`src/rtl/spi_regbank_pkg.sv`:
```
// Shared constants, address-decode type and decode helper for the SPI register bank.
package spi_regbank_pkg;

  localparam logic [7:0] STATUS_ADDR = 8'hFE;
  localparam logic [7:0] MASK_ADDR   = 8'hFD;
  localparam logic [7:0] ID_ADDR     = 8'hFF;

  localparam logic [7:0]  ID_VALUE_DEF    = 8'hA5;
  localparam int unsigned SYNC_STAGES_DEF = 2;
  localparam int unsigned DATA_W          = 8;

  typedef enum logic [2:0] {
    DEC_CTRL,
    DEC_STATUS,
    DEC_MASK,
    DEC_ID,
    DEC_NONE
  } dec_e;

  // Control registers occupy 0..nregs-1; nregs never reaches the fixed addresses.
  function automatic dec_e decode(input logic [7:0] addr, input int unsigned nregs);
    dec_e d;
    if (32'(addr) < nregs)       d = DEC_CTRL;
    else if (addr == STATUS_ADDR) d = DEC_STATUS;
    else if (addr == MASK_ADDR)   d = DEC_MASK;
    else if (addr == ID_ADDR)     d = DEC_ID;
    else                          d = DEC_NONE;
    return d;
  endfunction

endpackage

```
`src/rtl/spi_strobe_sync.sv`:
```
// Strobe synchronizer: STAGES-deep FF chain into CLK plus one edge-detect FF.
// Ports:
//   CLK, RSTB      system clock, async active-low reset
//   strobe         asynchronous level strobe from the SCK domain
//   rise_c/fall_c  one-CLK pulses on the synchronized rising/falling edge
module spi_strobe_sync #(
  parameter int unsigned STAGES = 2
) (
  input  logic CLK,
  input  logic RSTB,
  input  logic strobe,
  output logic rise_c,
  output logic fall_c
);

  logic [STAGES-1:0] sync_q;
  logic              edge_q;

  // Synchronizer chain and previous-value FF for edge detection
  always_ff @(posedge CLK or negedge RSTB) begin
    if (!RSTB) begin
      sync_q <= '0;
      edge_q <= 1'b0;
    end else begin
      sync_q <= {sync_q[STAGES-2:0], strobe};
      edge_q <= sync_q[STAGES-1];
    end
  end

  // A fall with no preceding rise cannot occur: edge_q only goes high after a rise
  assign rise_c =  sync_q[STAGES-1] & ~edge_q;
  assign fall_c = ~sync_q[STAGES-1] &  edge_q;

endmodule

```
`src/rtl/spi_regbank.sv`:
```
// System-clock register bank behind the SPI slave.
// Control registers (R/W), sticky status (W1C and read-to-clear), fixed ID register.
// Optional feature macro: SPI_REGBANK_IRQ_EN adds irq output and irq_mask register.
// Ports:
//   CLK, RSTB        system clock, async active-low reset
//   wrstb, rdstb     write/read strobes from the SCK domain
//   odata, oaddr     write data and address from the slave (stable around strobe edges)
//   idata            read data, combinational decode of oaddr
//   ctrl_out         control registers, register k at [8k+7:8k]
//   status_in        CLK-domain event pulses that set status bits
//   wr_pulse         one-CLK pulse per accepted write
//   wr_addr          address of the last write
//   irq              (SPI_REGBANK_IRQ_EN only) |(status & irq_mask), registered
module spi_regbank
  import spi_regbank_pkg::*;
#(
  parameter int unsigned NREGS       = 8,
  parameter logic [7:0]  CTRL_RST    = 8'h00,
  parameter logic [7:0]  ID_VALUE    = ID_VALUE_DEF,
  parameter int unsigned SYNC_STAGES = SYNC_STAGES_DEF
) (
  input  logic                  CLK,
  input  logic                  RSTB,
  input  logic                  wrstb,
  input  logic                  rdstb,
  input  logic [DATA_W-1:0]     odata,
  input  logic [DATA_W-1:0]     oaddr,
  output logic [DATA_W-1:0]     idata,
  output logic [DATA_W*NREGS-1:0] ctrl_out,
  input  logic [DATA_W-1:0]     status_in,
`ifdef SPI_REGBANK_IRQ_EN
  output logic                  irq,
`endif
  output logic                  wr_pulse,
  output logic [DATA_W-1:0]     wr_addr
);

  logic              wr_rise;
  logic              wr_fall;
  logic              rd_rise;
  logic              rd_fall;
  dec_e              dec;
  logic [DATA_W-1:0] status_q;
  logic [DATA_W-1:0] status_nxt;
  logic [DATA_W-1:0] clr_mask;
  logic              rd_hit;
`ifdef SPI_REGBANK_IRQ_EN
  logic [DATA_W-1:0] irq_mask;
`endif

  spi_strobe_sync #(.STAGES(SYNC_STAGES)) u_wr_sync (
    .CLK    (CLK),
    .RSTB   (RSTB),
    .strobe (wrstb),
    .rise_c (wr_rise),
    .fall_c (wr_fall)
  );

  spi_strobe_sync #(.STAGES(SYNC_STAGES)) u_rd_sync (
    .CLK    (CLK),
    .RSTB   (RSTB),
    .strobe (rdstb),
    .rise_c (rd_rise),
    .fall_c (rd_fall)
  );

  // Write side only acts on rising edges; the falling edge is deliberately ignored
  logic unused_wr_fall;
  assign unused_wr_fall = wr_fall;

  assign dec = decode(oaddr, NREGS);

  // Status merge: W1C, then read-clear, then set (set always wins)
  always_comb begin
    status_nxt = status_q;
    if (wr_rise && (dec == DEC_STATUS)) status_nxt = status_nxt & ~odata;
    if (rd_fall && rd_hit)              status_nxt = status_nxt & ~clr_mask;
    status_nxt = status_nxt | status_in;
  end

  // Read mux
  always_comb begin
    idata = 8'h00;
    unique case (dec)
      DEC_CTRL: begin
        for (int unsigned k = 0; k < NREGS; k++) begin
          if (oaddr == 8'(k)) idata = ctrl_out[DATA_W*k +: DATA_W];
        end
      end
      DEC_STATUS: idata = status_q;
`ifdef SPI_REGBANK_IRQ_EN
      DEC_MASK:   idata = irq_mask;
`else
      DEC_MASK:   idata = 8'h00;
`endif
      DEC_ID:     idata = ID_VALUE;
      default:    idata = 8'h00;
    endcase
  end

  // Register state
  always_ff @(posedge CLK or negedge RSTB) begin
    if (!RSTB) begin
      ctrl_out <= {NREGS{CTRL_RST}};
      status_q <= '0;
      clr_mask <= '0;
      rd_hit   <= 1'b0;
      wr_pulse <= 1'b0;
      wr_addr  <= '0;
    end else begin
      status_q <= status_nxt;
      wr_pulse <= wr_rise;
      if (wr_rise) wr_addr <= oaddr;
      for (int unsigned k = 0; k < NREGS; k++) begin
        if (wr_rise && (dec == DEC_CTRL) && (oaddr == 8'(k)))
          ctrl_out[DATA_W*k +: DATA_W] <= odata;
      end
      // Snapshot on rise so bits set during the read survive the clear
      if (rd_rise) begin
        rd_hit   <= (oaddr == STATUS_ADDR);
        clr_mask <= status_q;
      end else if (rd_fall) begin
        rd_hit   <= 1'b0;
        clr_mask <= '0;
      end
    end
  end

`ifdef SPI_REGBANK_IRQ_EN
  // Interrupt mask register and registered interrupt output
  always_ff @(posedge CLK or negedge RSTB) begin
    if (!RSTB) begin
      irq_mask <= '0;
      irq      <= 1'b0;
    end else begin
      if (wr_rise && (dec == DEC_MASK)) irq_mask <= odata;
      irq <= |(status_q & irq_mask);
    end
  end
`endif

endmodule

```
`config.mk`:
```
export PLATFORM = sky130hd
export DESIGN_NAME = spi_regbank
export DESIGN_NICKNAME = d
export VERILOG_FILES = /design/src/rtl/spi_regbank_pkg.sv /design/src/rtl/spi_strobe_sync.sv /design/src/rtl/spi_regbank.sv
export SDC_FILE = /design/constraint.sdc
export NUM_CORES = 1
export LEC_CHECK = 0
export ABC_AREA = 1
export CORE_ASPECT_RATIO = 0.75
export CORE_MARGIN = 1.5
export CORE_UTILIZATION = 45
export DETAILED_ROUTE_END_ITERATION = 8
export DONT_BUFFER_PORTS = 1
export PLACE_DENSITY = 0.72
export SYNTH_ARGS = -nofsm -noshare
export SYNTH_HDL_FRONTEND = slang
export SYNTH_SLANG_ARGS = --single-unit
```
`constraint.sdc`:
```
create_clock -name CLK -period 1.9 [get_ports CLK]
set_input_delay 0.38 -clock CLK [delete_from_list [all_inputs] [get_ports CLK]]
set_output_delay 0.38 -clock CLK [all_outputs]
set_load 0.01 [all_outputs]
```
==> impl_metrics.toml, run 1 <==
[status]
status = "complete, but fails checks"
violations = "negative hold slack"

[global_route]
gr-usage-all-layers = 0.2326
grt_first_pass_wirelength_microns = 17920
antenna_found_initial = 0
grt_overflow_total = 0
grt_max_degree = 97
grt_pass1_vias = 3429

[detailed_routing]
drt-vias-per-instance = 5.390
drc_errors = 0
wl_per_cell_microns = 17.09
drt-pass1-iter-count = 5
via_count = 3498
first_iter_violations = 138
drtAntennaViolNets = 0
routed_wl_microns = 11090

[sta]
drv_slew = 0
maxSlewHeadroom = 0.6656
rsz0062_at_grt = "true"
setup_violations = 0
finalClockSkew_ps = 6.419
worstMarginPinSlew_ps = 500.3
hold_ws_ps = -261.6
fmax_mhz = 545.1
min_period_ps = 1835
min_period_over_period = 0.9655
hold_viol_final = 96

[floorplanning]
coreArea_sq_um = 9159
rows = 30
fp.dieArea_sq_um = 10170
die_h_microns = 87.72
fp.dieW_microns = 116.0
start_util = 0.4702
ios = 109

[logic_synthesis]
syn_nets = 534
synth.distinct_cells = 26
synth.cell_area_sq_um = 4307
yosysTopAreaCell = "dfrtp_1"
syn_avg_cell_area_sq_um = 8.545
synth_area_leaders = "dfrtp_1 (56%), nand2_1 (12%), o21ai_0 (10%)"
yosysSeqAreaShare = 0.5578
synth_top_area_share = 0.5578
syn_inst = 504
ys_ff_latch = 96
synth_warnings = 0

[placed_design]
hpwlAfterDp_microns = 8249
dp.cells = 631
portBuffers = 0
place.gp.congestion = 0.9101

[min_path]
hold_class = "in -> async"

[finish]
areaGrowthSynthToFinish_pct = 11.59
stdcell_count = 649
finalNetCount = 546
fin_util = 0.5247
diodes = 0
drive_gt1_frac = 0.09597

[clock_tree]
cts_buffers = 9
clockBufferDepth = 2
cts.sinks = 96
cts_tree = "yes"
cts.reportedPaths.clkPinSlew_ps = 60
cts_root_buffer = "clkbuf_16"
htree_levels = 3
clk_latency_ps = 340

[worst_setup_path]
r2r-start = "u_wr_sync.edge_q"
worstSetupPathType = "in -> out"
cp-start-kind = "input port"
cp-startpoint = "oaddr[2]"
cp.arrival_ps = 1450
cp-end-kind = "output port"
required_ps = 1520
crit_fanout = 16

[power]
ir_drop_mv = 0.3991
power_density_nw_per_um2 = 823.2
p_leak_nw = 2.214
power.total_mw = 3.956

[flow_run]
drv_cap = 0
-- where the power goes --
group / internal, mW / leakage, nW / switching, mW
clock: 0.892 / 0.121 / 0.728
sequential: 2.11 / 1.26 / 0.0589
combinational: 0.0522 / 0.832 / 0.118
total: 3.05 / 2.21 / 0.905
-- registers in the layout, summed over array words and instances, names as in the netlist, 2 cells and up --
name / count
u_wr_sync.sync_q: 2
ctrl_out: 64
u_rd_sync.sync_q: 2
status_q: 8
wr_addr: 8
clr_mask: 8
-- metrics by stage --
| stage | TNS (ps) | setup slack [ps] | area, sq um |
|---|---|---|---|
| floorplan | 0 | 108.3 | 4307 |
| global placement | 0 | 57.32 | 4491 |
| detailed placement | 0 | 16.64 | 4491 |
| CTS | 0 | 14.31 | 4751 |
| global route | -142.3 | -30.91 | 4806 |
| finish | 0 | 65.50 | 4806 |
-- synthesized netlist by cell type --
library cell    n
nand2_1       141
dfrtp_1        96
o21ai_0        88
inv_1          44
nand3_1        39
nor2_1         32
a21oi_1        10
o21bai_1       10
nand4_1         9
buf_2           6
nor2_4          5
clkbuf_1        4
buf_6           3
inv_2           3
ha_1            2
nor2_2          2
and3_2          1
buf_4           1
clkinv_1        1
nand2_2         1
nand2_4         1
nand3_2         1
nor3_1          1
nor3_4          1
nor4_2          1
o2111ai_1       1
-- final timing paths --
path | slack, ps | depth (start not counted) | to
worst max-delay path | 70 | 10 | idata[5]
worst min-delay path | -260 | 0 | wr_pulse
worst max register to register | 130 | 5 | ctrl_out[5]
worst min register to register | 350 | 0 | u_rd_sync.sync_q[1]
max in group asynchronous | 2010 | 0 | ctrl_out[27]
min in group CLK | 60 | 0 | u_rd_sync.sync_q[0]
-- final cells by class --
cell class                 count  area, sq um
inverter                      48        183.9
timing repair buffer          15        128.9
clock buffer                  14        244.0
multi-input combinational    346         1670
clock inverter                 2        16.27
tap                          128        160.2
fill                         892         4353
sequential                    96         2402
-- layer usage --
layer	vias up	routed length, microns	GRT usage
met5	-	0	0
met1	1698	4807	0.2977
met4	0	120	0.06319
met2	127	5137	0.3738
met3	11	1024	0.08858
li1	1662	-	-
-- timing repair --
action	in CTS	in global routing
resized for setup	0	11
setup buffers	0	2
endpoints found under the setup margin	0	12
endpoints found under the hold margin	96	96
-- layout by cell type, fill, tap and decap left out, drive strengths merged --
master	n
nand2	143
buf	15
nand3	40
and3	1
dfrtp	96
inv	47
o21bai	10
nand4	9
nor2	39
clkinvlp	2
o21ai	88
nor4	1
clkbuf	14
clkinv	1
a21oi	10
ha	2
o2111ai	1
nor3	2
-- worst max-delay path, cell delays in order --
cell     delay (ps)
inv_1           130
nor2_4           60
buf_4           150
nand2_4         110
nor2_4           40
buf_12          140
a21oi_1         130
nand4_1         130
nand2_1          80
nand2_1         100
-- kinds of logic (layout without fill, tap and decap cells) --
kind of cell               Yosys count  in the layout  share of synthesized area
and+or+nand+nor                    235            235                     0.2411
AOI/OAI and AO/OA                  109            109                     0.1334
DFF                                 96             96                     0.5578
buffers and inverters               62             79                    0.06188
adders and majority gates            2              2                   0.005810
Power figures use the tool's default switching activity.
==> run 2: changes to the inputs <==
- SYNTH_HIERARCHICAL: default -> 1
==> impl_metrics.toml, run 2 <==
[logic_synthesis]
syn_nets = 533
syn_avg_cell_area_sq_um = 8.389
synth.cell_area_sq_um = 4237
syn_inst = 505
synth_warnings = 6

[placed_design]
portBuffers = 0
place.gp.congestion = 0.8817
place_ws_ps = -106.3
dp.cells = 647
hpwlAfterDp_microns = 8788

[sta]
maxSlewHeadroom = 0.6957
hold_viol_final = 96
worstMarginPinSlew_ps = 455.0
drv_slew = 0
setup_violations = 1
min_period_over_period = 1.001
hold_ws_ps = -270.3
rsz0062_at_grt = "true"
fmax_mhz = 525.7
setup_tns_ps = -2.060
min_period_ps = 1902
finalClockSkew_ps = 3.026
worst_slack_ps = -2.060

[detailed_routing]
routed_wl_microns = 11850
wl_per_cell_microns = 17.74
drc_errors = 0
drt-pass1-iter-count = 5
via_count = 3638
drt-vias-per-instance = 5.446
drtAntennaViolNets = 0
first_iter_violations = 379

[worst_setup_path]
required_ps = 1520
r2r_slack_ps = 50
cp-start-kind = "input port"
r2r-start = "u_wr_sync/sync_q[1]"
cp-end-kind = "output port"
cp.arrival_ps = 1520
r2r_cells = 6
worstSetupPathType = "in -> out"
crit_end = "idata[4]"
r2r-end = "ctrl_out[26]"
cp-startpoint = "oaddr[1]"
crit_fanout = 5

[finish]
regMostFlops = "ctrl_out"
largest_register_ffs = 64
final_common_cell = "nand2_1"
drive_gt1_frac = 0.1466
stdcell_count = 668
final_cell_mix = "nand2_1 (155), dfrtp_1 (94), o21ai_0 (84)"
finalNetCount = 562
multiInputGateArea_sq_um = 1698
regArea_sq_um = 2405
areaGrowthSynthToFinish_pct = 16.69
fillers = 848

[power]
seqPwrFrac = 0.534
power.total_mw = 4.028
p_leak_nw = 2.336
sw_frac_of_total = 0.2185
p_clk_frac = 0.424
combPwrFrac = 0.042
ir_drop_mv = 0.6143
p_int_mw = 3.148
power_density_nw_per_um2 = 814.8
p_sw_uw = 880.1

[floorplanning]
ios = 109
die_h_microns = 87.03
fp.dieW_microns = 115.0
rows = 30
fp.dieArea_sq_um = 10010
start_util = 0.4664
coreArea_sq_um = 9084

[clock_tree]
cts_buffers = 9
cts_root_buffer = "clkbuf_16"
htree_levels = 3
cts.sinks = 96
clockBufferDepth = 2
cts.reportedPaths.clkPinSlew_ps = 60
clk_latency_ps = 340
cts_tree = "yes"

[global_route]
gr-usage-all-layers = 0.2496
grt_first_pass_wirelength_microns = 18800
grt_overflow_total = 0
grt_max_degree = 97
grt_pass1_vias = 3523
antenna_found_initial = 1

[flow_run]
drv_cap = 0

[min_path]
hold_class = "in -> async"

[status]
status = "complete, but fails checks"
violations = "negative hold slack, negative setup slack"
## run 2: routing by layer
layer | share of wire | up-vias | track usage
met5 | 0 | - | 0
met4 | 0.0084 | 0 | 0.05836
met3 | 0.12 | 11 | 0.08907
met2 | 0.44 | 180 | 0.3782
met1 | 0.44 | 1745 | 0.3447
li1 | - | 1702 | -
## run 2: worst min path at each step
| stage | start | to | slack, ps | cells after the start |
|---|---|---|---|---|
| global placement | RSTB | ctrl_out[2] | 90 | 0 |
| finish | RSTB | ctrl_out[7] | -270 | 0 |
| detailed placement | RSTB | ctrl_out[7] | 90 | 0 |
| global route | RSTB | ctrl_out[2] | -290 | 0 |
| CTS | RSTB | ctrl_out[26] | -280 | 0 |
| floorplan | RSTB | clr_mask[0] | 80 | 0 |
## run 2: cell type report
class / instances / share of cell area
Timing Repair Buffer: 27 / 0.04505
Clock inverter: 2 / 0.002531
Clock buffer: 14 / 0.05543
Multi-Input combinational cell: 356 / 0.3435
Antenna cell: 1 / 0.0005062
Tap cell: 128 / 0.03240
Sequential cell: 96 / 0.4865
Timing Repair inverter: 1 / 0.001519
Inverter: 43 / 0.03265
## run 2: worst max-delay path, cell delays in order
cell     delay (ps)
inv_1           120
nand2_1         140
nor3_1          200
buf_4           150
nand2_1          40
nand3_1         150
nor2_1           80
nand4_1          80
nand2_1          60
nand2_1         110
## run 2: repair_timing
item,CTS,global route
setup endpoints to repair,8,23
setup buffers,1,0
hold endpoints to repair,96,96
pin swaps,2,1
gates cloned,3,0
gates resized for setup,11,17
## run 2: power by group through the flow
stage          logic [mW]  registers [mW]  clock network, mW
2_1_floorplan      0.0976            2.18                  0
3_3_place_gp        0.149            2.19                  0
3_5_place_dp        0.154            2.19                  0
4_1_cts             0.163            2.15               1.74
5_1_grt             0.192            2.16               1.83
6_report            0.170            2.15               1.71
## run 2: stage by stage
stage / instance area (sq um) / util
floorplan: 4237 / -
global placement: 4537 / 0.4994
detailed placement: 4537 / 0.4994
CTS: 4882 / 0.5375
global route: 4943 / 0.5442
finish: 4943 / 0.5442
